===== config.mk =====
export PLATFORM = sky130hd
export DESIGN_NAME = if_id_pipe_reg
export DESIGN_NICKNAME = d
export VERILOG_FILES = /design/src/rtl/if_id_pipe_reg.sv
export SDC_FILE = /design/constraint.sdc
export NUM_CORES = 1
export LEC_CHECK = 0
export ABC_CLOCK_PERIOD_IN_PS = 4200
export CAP_MARGIN = 20
export CORE_UTILIZATION = 30
export CTS_CLUSTER_SIZE = 10
export DETAILED_ROUTE_END_ITERATION = 10
export GPL_TIMING_DRIVEN = 0
export SYNTH_ARGS = -nofsm -noshare
export SYNTH_HDL_FRONTEND = slang
export SYNTH_SLANG_ARGS = --single-unit

===== constraint.sdc =====
create_clock -name clk -period 4.2 [get_ports clk]
set_clock_uncertainty 0.2 [all_clocks]
set_input_delay 1.05 -clock clk [delete_from_list [all_inputs] [get_ports clk]]
set_output_delay 1.05 -clock clk [all_outputs]
set_load 0.005 [all_outputs]

===== src/rtl/if_id_pipe_reg.sv =====
// IF->ID pipeline register with valid/ready handshake and a 2-entry skid buffer.
// The main entry drives the id_* outputs; the skid entry absorbs one instruction
// when decode stalls, so if_ready_o can be a plain register.
// flush_i squashes both entries and presents a NOP bubble.
// Optional feature: define IF_ID_PERF_EN to add bubble/flush performance counters.
module if_id_pipe_reg #(
    parameter int unsigned            XLEN      = 64,
    parameter int unsigned            ILEN      = 32,
    parameter logic [XLEN-1:0]        RESET_PC  = 64'h8000_0000,
    parameter logic [ILEN-1:0]        NOP_INSTR = 32'h0000_0013
) (
    input  logic            clk,
    input  logic            rst_n,
    input  logic            if_valid_i,
    output logic            if_ready_o,
    input  logic [XLEN-1:0] if_pc_i,
    input  logic [ILEN-1:0] if_instr_i,
    input  logic            if_time_set_i,
    output logic            id_valid_o,
    input  logic            id_ready_i,
    output logic [XLEN-1:0] id_pc_o,
    output logic [ILEN-1:0] id_instr_o,
    output logic            id_time_set_o,
`ifdef IF_ID_PERF_EN
    output logic [31:0]     perf_bubble_cnt_o,
    output logic [31:0]     perf_flush_cnt_o,
`endif
    input  logic            flush_i
);

    typedef enum logic [1:0] {
        ST_EMPTY = 2'd0,
        ST_FULL  = 2'd1,
        ST_SKID  = 2'd2
    } state_t;

    state_t          state_r;
    state_t          state_nxt_s;

    logic            if_ready_r;
    logic            id_valid_r;
    logic [XLEN-1:0] main_pc_r;
    logic [ILEN-1:0] main_instr_r;
    logic            main_ts_r;
    logic [XLEN-1:0] skid_pc_r;
    logic [ILEN-1:0] skid_instr_r;
    logic            skid_ts_r;

    logic            accept_in_s;
    logic            take_out_s;
    logic            load_main_in_s;
    logic            load_main_skid_s;
    logic            load_skid_s;
    logic            clear_main_s;

    assign accept_in_s = if_valid_i & if_ready_r;
    assign take_out_s  = id_valid_r & id_ready_i;

    assign if_ready_o    = if_ready_r;
    assign id_valid_o    = id_valid_r;
    assign id_pc_o       = main_pc_r;
    assign id_instr_o    = main_instr_r;
    assign id_time_set_o = main_ts_r;

    // Next-state and datapath-steering decode; flush overrides every handshake.
    always_comb begin
        state_nxt_s      = state_r;
        load_main_in_s   = 1'b0;
        load_main_skid_s = 1'b0;
        load_skid_s      = 1'b0;
        clear_main_s     = 1'b0;
        if (flush_i) begin
            state_nxt_s  = ST_EMPTY;
            clear_main_s = 1'b1;
        end else begin
            case (state_r)
                ST_EMPTY: begin
                    if (accept_in_s) begin
                        state_nxt_s    = ST_FULL;
                        load_main_in_s = 1'b1;
                    end else begin
                        state_nxt_s    = ST_EMPTY;
                    end
                end
                ST_FULL: begin
                    if (accept_in_s && take_out_s) begin
                        state_nxt_s    = ST_FULL;
                        load_main_in_s = 1'b1;
                    end else if (accept_in_s) begin
                        state_nxt_s    = ST_SKID;
                        load_skid_s    = 1'b1;
                    end else if (take_out_s) begin
                        state_nxt_s    = ST_EMPTY;
                        clear_main_s   = 1'b1;
                    end else begin
                        state_nxt_s    = ST_FULL;
                    end
                end
                ST_SKID: begin
                    // Skid always drains into main first, keeping order intact.
                    if (take_out_s) begin
                        state_nxt_s      = ST_FULL;
                        load_main_skid_s = 1'b1;
                    end else begin
                        state_nxt_s      = ST_SKID;
                    end
                end
                default: begin
                    state_nxt_s  = ST_EMPTY;
                    clear_main_s = 1'b1;
                end
            endcase
        end
    end

    // State register plus registered handshake outputs derived from next state.
    always_ff @(posedge clk or negedge rst_n) begin
        if (!rst_n) begin
            state_r    <= ST_EMPTY;
            id_valid_r <= 1'b0;
            if_ready_r <= 1'b1;
        end else begin
            state_r    <= state_nxt_s;
            id_valid_r <= (state_nxt_s != ST_EMPTY);
            if_ready_r <= (state_nxt_s != ST_SKID);
        end
    end

    // Main and skid payload registers; an emptied main shows a NOP with PC held.
    always_ff @(posedge clk or negedge rst_n) begin
        if (!rst_n) begin
            main_pc_r    <= RESET_PC;
            main_instr_r <= NOP_INSTR;
            main_ts_r    <= 1'b0;
            skid_pc_r    <= '0;
            skid_instr_r <= NOP_INSTR;
            skid_ts_r    <= 1'b0;
        end else begin
            if (load_main_in_s) begin
                main_pc_r    <= if_pc_i;
                main_instr_r <= if_instr_i;
                main_ts_r    <= if_time_set_i;
            end else if (load_main_skid_s) begin
                main_pc_r    <= skid_pc_r;
                main_instr_r <= skid_instr_r;
                main_ts_r    <= skid_ts_r;
            end else if (clear_main_s) begin
                main_instr_r <= NOP_INSTR;
                main_ts_r    <= 1'b0;
            end else begin
                main_pc_r    <= main_pc_r;
            end
            if (load_skid_s) begin
                skid_pc_r    <= if_pc_i;
                skid_instr_r <= if_instr_i;
                skid_ts_r    <= if_time_set_i;
            end else if (flush_i) begin
                skid_instr_r <= NOP_INSTR;
                skid_ts_r    <= 1'b0;
            end else begin
                skid_pc_r    <= skid_pc_r;
            end
        end
    end

`ifdef IF_ID_PERF_EN
    logic [31:0] perf_bubble_cnt_r;
    logic [31:0] perf_flush_cnt_r;

    assign perf_bubble_cnt_o = perf_bubble_cnt_r;
    assign perf_flush_cnt_o  = perf_flush_cnt_r;

    // Saturating counters: idle decode cycles and flushes that squash real work.
    always_ff @(posedge clk or negedge rst_n) begin
        if (!rst_n) begin
            perf_bubble_cnt_r <= 32'd0;
            perf_flush_cnt_r  <= 32'd0;
        end else begin
            if (!id_valid_r && (perf_bubble_cnt_r != 32'hFFFF_FFFF)) begin
                perf_bubble_cnt_r <= perf_bubble_cnt_r + 32'd1;
            end
            if (flush_i && id_valid_r && (perf_flush_cnt_r != 32'hFFFF_FFFF)) begin
                perf_flush_cnt_r <= perf_flush_cnt_r + 32'd1;
            end
        end
    end
`endif

endmodule

==> parameters.txt <==
Parameter                              Value

Critical path
  Length in cells of the worst reg-to-reg path    9
  Category of the most critical setup path    in2reg
  Flop2flop setup slack    1.22 ns
  Largest fanout of any net on the critical path    10
  Reg2reg end    skid_pc_r[33]
  Crit start category    input port
  Critical R2R Launch    if_ready_o
  CP Data Arrival Time    3.71 ns
  Critical path endpoint category    flip-flop
  Required time at the endpoint of the critical path    4.36 ns

Drt
  Number of violations reported at the end of detailed-routing iteration 0    381
  Post-route antenna net violation count    0
  Total via count in the routed design    6085
  Post-route DRC violation count    0
  DR pass1 iterations    4
  Per-cell via count in the routed design    4.79
  DRT Wirelength    21.9 mm
  Avg WL per Cell    17.2 um

Floorplan
  Core box area    26100 um^2
  Die width    165 um
  Die Ht    165 um
  Ports placed on the boundary    201
  Core Rows    59
  Starting density of the core    30.6%
  Area of the die    27300 um^2

Cells and area
  Total number of nets in the final design    1026
  Fraction of final layout cells with drive strength greater than 1    6.96%
  Final std cell area, no fill    11000 um^2
  Number of cells in the finished layout apart from fillers    1271
  Fillers    2509
  Layout area overhead    37.8%
  Commonest non-fill, non-tap cell in the layout    clkdlybuf4s50_1
  Commonest cells after routing, fill and taps aside    clkdlybuf4s50_1, nand2_1, dfrtp_1
  Final standard cell utilization of the core    42.2%

Worst hold path
  Worst Hold Depth    2
  Worst Min Path Start    skid_pc_r[49]
  Type of the worst min-delay path    reg2reg
  Endpoint, Worst Hold    skid_pc_r[49]

STA
  Maximum clock frequency    0.282 GHz
  Final setup violating endpoints    0
  Crit share post-route    84.5%
  Min cycle time layout    3.55 ns
  Unrepaired setup endpoints after global routing    false
  Minimum hold slack    0.274 ns
  Sum Neg Setup Slack    0 ns
  Worst Max-Slew Pin Slew    0.804 ns
  Worst setup margin    0.652 ns
  Hold Vio Cnt, Final    0
  Final slew viol count    0
  Tightest slew margin relative to the limit    46.2%

Synth
  Post-Synthesis Cell Area    7980 um^2
  Count of distinct cell types in the synthesized netlist    28
  Part of the Yosys area used for sequential elements    62.2%
  Post-synth net total    807
  Yosys warning count    0
  Number of standard cells after synthesis    702
  Post-synthesis register bit count    198
  Avg Cell Area, Syn    11.4 um^2

Power
  Internal power component    3.81 mW
  IR drop worst, VDD    0.201 mV
  Net switching share of the total power    28.4%
  Comb power frac    21.3%
  Power share of the sequential group    48.6%
  Relative contribution of the clock network to total power    30.1%
  Switching power    1.51 mW
  Power per Cell Area    484 nW/um^2
  Leakage power summed over all cells    5.63 nW
  Sum of internal, switching and leakage power    5.32 mW

Run
  Max capacitance violation total    0

Place
  DP HPWL    14.9 mm
  Placed Cells incl. Taps    1237
  Cell area after placement    10400 um^2
  Post-Place Worst Slack    0.151 ns
  Number of port buffers    199
  Global placement routability congestion    0.739

Clocking
  Clock insertion delay at the later pin of the skew report    0.43 ns
  Number of buffers between clock root and the deepest sink    2
  Setup fix buffers added after clock tree synthesis    0
  Hold buffers post-CTS    0
  Number of clock buffers inserted by TritonCTS    17
  CTS tree    yes
  Clk pin slew, worst setup/hold paths    0.07 ns
  # clock sinks    198
  Post-cts resize count    0
  Clock tree root buffer cell    clkbuf_16
  H-tree level count    4

Global route
  GRT Resource Usage Total    16.5%
  Overall overflow remaining after global route    0
  Vias in the first global route    6157
  Global-route wire length before repair    34.1 mm
  Pin count of the biggest net entering global routing    114
  Antenna violations before repair    2

Run status
  Outcome    complete, no violations
logic make-up after synthesis:
group                      Yosys count  share of synthesized area (%)
AOI/OAI and AO/OA                  229                           23.7
adders and majority gates            3                          0.470
buffers and inverters               63                           3.26
DFF                                198                           62.2
and+or+nand+nor                    209                           10.4
power by group through the flow:
stage | registers [mW] | clock network, mW | logic (mW)
2_1_floorplan | 2.60 | 0 | 0.469
3_3_place_gp | 2.62 | 0 | 1.13
3_5_place_dp | 2.63 | 0 | 1.15
4_1_cts | 2.59 | 1.65 | 1.16
5_1_grt | 2.64 | 1.73 | 1.27
6_report | 2.59 | 1.60 | 1.14
how the worst max path moves through the flow:
stage / start / endpoint / slack [ns] / cells after the start
global route: if_valid_i / skid_pc_r[52] / 0.44 / 10
CTS: if_valid_i / skid_pc_r[33] / 0.60 / 10
finish: if_valid_i / skid_pc_r[33] / 0.65 / 10
floorplan: id_ready_i / id_pc_o[17] / 1.56 / 8
global placement: rst_n / id_instr_o[16] / -6.79 / 1
detailed placement: if_valid_i / skid_pc_r[33] / 0.15 / 10
registers in the layout, summed over array words and instances (netlist names):
signal	flops
skid_instr_r	32
id_instr_o	32
skid_pc_r	64
skid_ts_r	1
id_pc_o	64
state_r	2
id_valid_o	1
if_ready_o	1
id_time_set_o	1
cells in the mapped netlist:
| cell type | number | share of area, % |
|---|---|---|
| nor2_2 | 1 | 0.078 |
| nor2b_1 | 1 | 0.078 |
| a222oi_1 | 3 | 0.38 |
| dfrtp_1 | 190 | 60 |
| or3_1 | 1 | 0.078 |
| buf_1 | 3 | 0.14 |
| a22oi_1 | 3 | 0.28 |
| a211oi_4 | 1 | 0.25 |
| a31o_2 | 1 | 0.11 |
| nand4b_1 | 1 | 0.11 |
| or3b_2 | 1 | 0.11 |
| or2_2 | 1 | 0.078 |
| o21ai_0 | 1 | 0.063 |
| nand2_1 | 196 | 9.2 |
| buf_2 | 16 | 1.0 |
| clkbuf_1 | 31 | 1.5 |
| buf_4 | 1 | 0.094 |
| a21o_1 | 94 | 8.8 |
| nand3b_1 | 2 | 0.19 |
| nor2_1 | 2 | 0.094 |
| a21oi_1 | 1 | 0.063 |
| a22o_1 | 124 | 14 |
| a41oi_1 | 1 | 0.11 |
| inv_1 | 12 | 0.56 |
| ha_1 | 3 | 0.47 |
| nand2b_1 | 2 | 0.16 |
| dfstp_2 | 8 | 2.6 |
| nor4b_2 | 1 | 0.19 |
cell type report:
class                      count  area [um^2]  share of cell area, %
tap                          335          419                   3.81
buffer                        51          215                   1.96
clock inverter                15          140                   1.27
sequential                   198         4960                   45.1
clock buffer                  17          425                   3.87
antenna                        2         5.00                 0.0455
timing repair buffer         200         2020                   18.4
inverter                      12         45.0                  0.410
multi-input combinational    441         2760                   25.1
critical path, stage by stage:
cell and delay [ns]:
clkdlybuf4s50_1 0.48, nand2_1 0.10, inv_1 0.09, ha_1 0.14, nand3b_1 0.14, nor2_1 0.62, buf_2 0.39, buf_1 0.51
nand2_1 0.11, nand2_1 0.08
routing by layer:
layer	routed length (um)	up-vias	GRT usage (%)	part of all wire, %
met3	1260	19	4.10	5.8
li1	-	2905	-	-
met2	10200	156	25.7	47
met5	0	-	0	0
met4	277	0	5.17	1.3
met1	10100	3005	22.3	46
(Power assumes the default switching activity.)
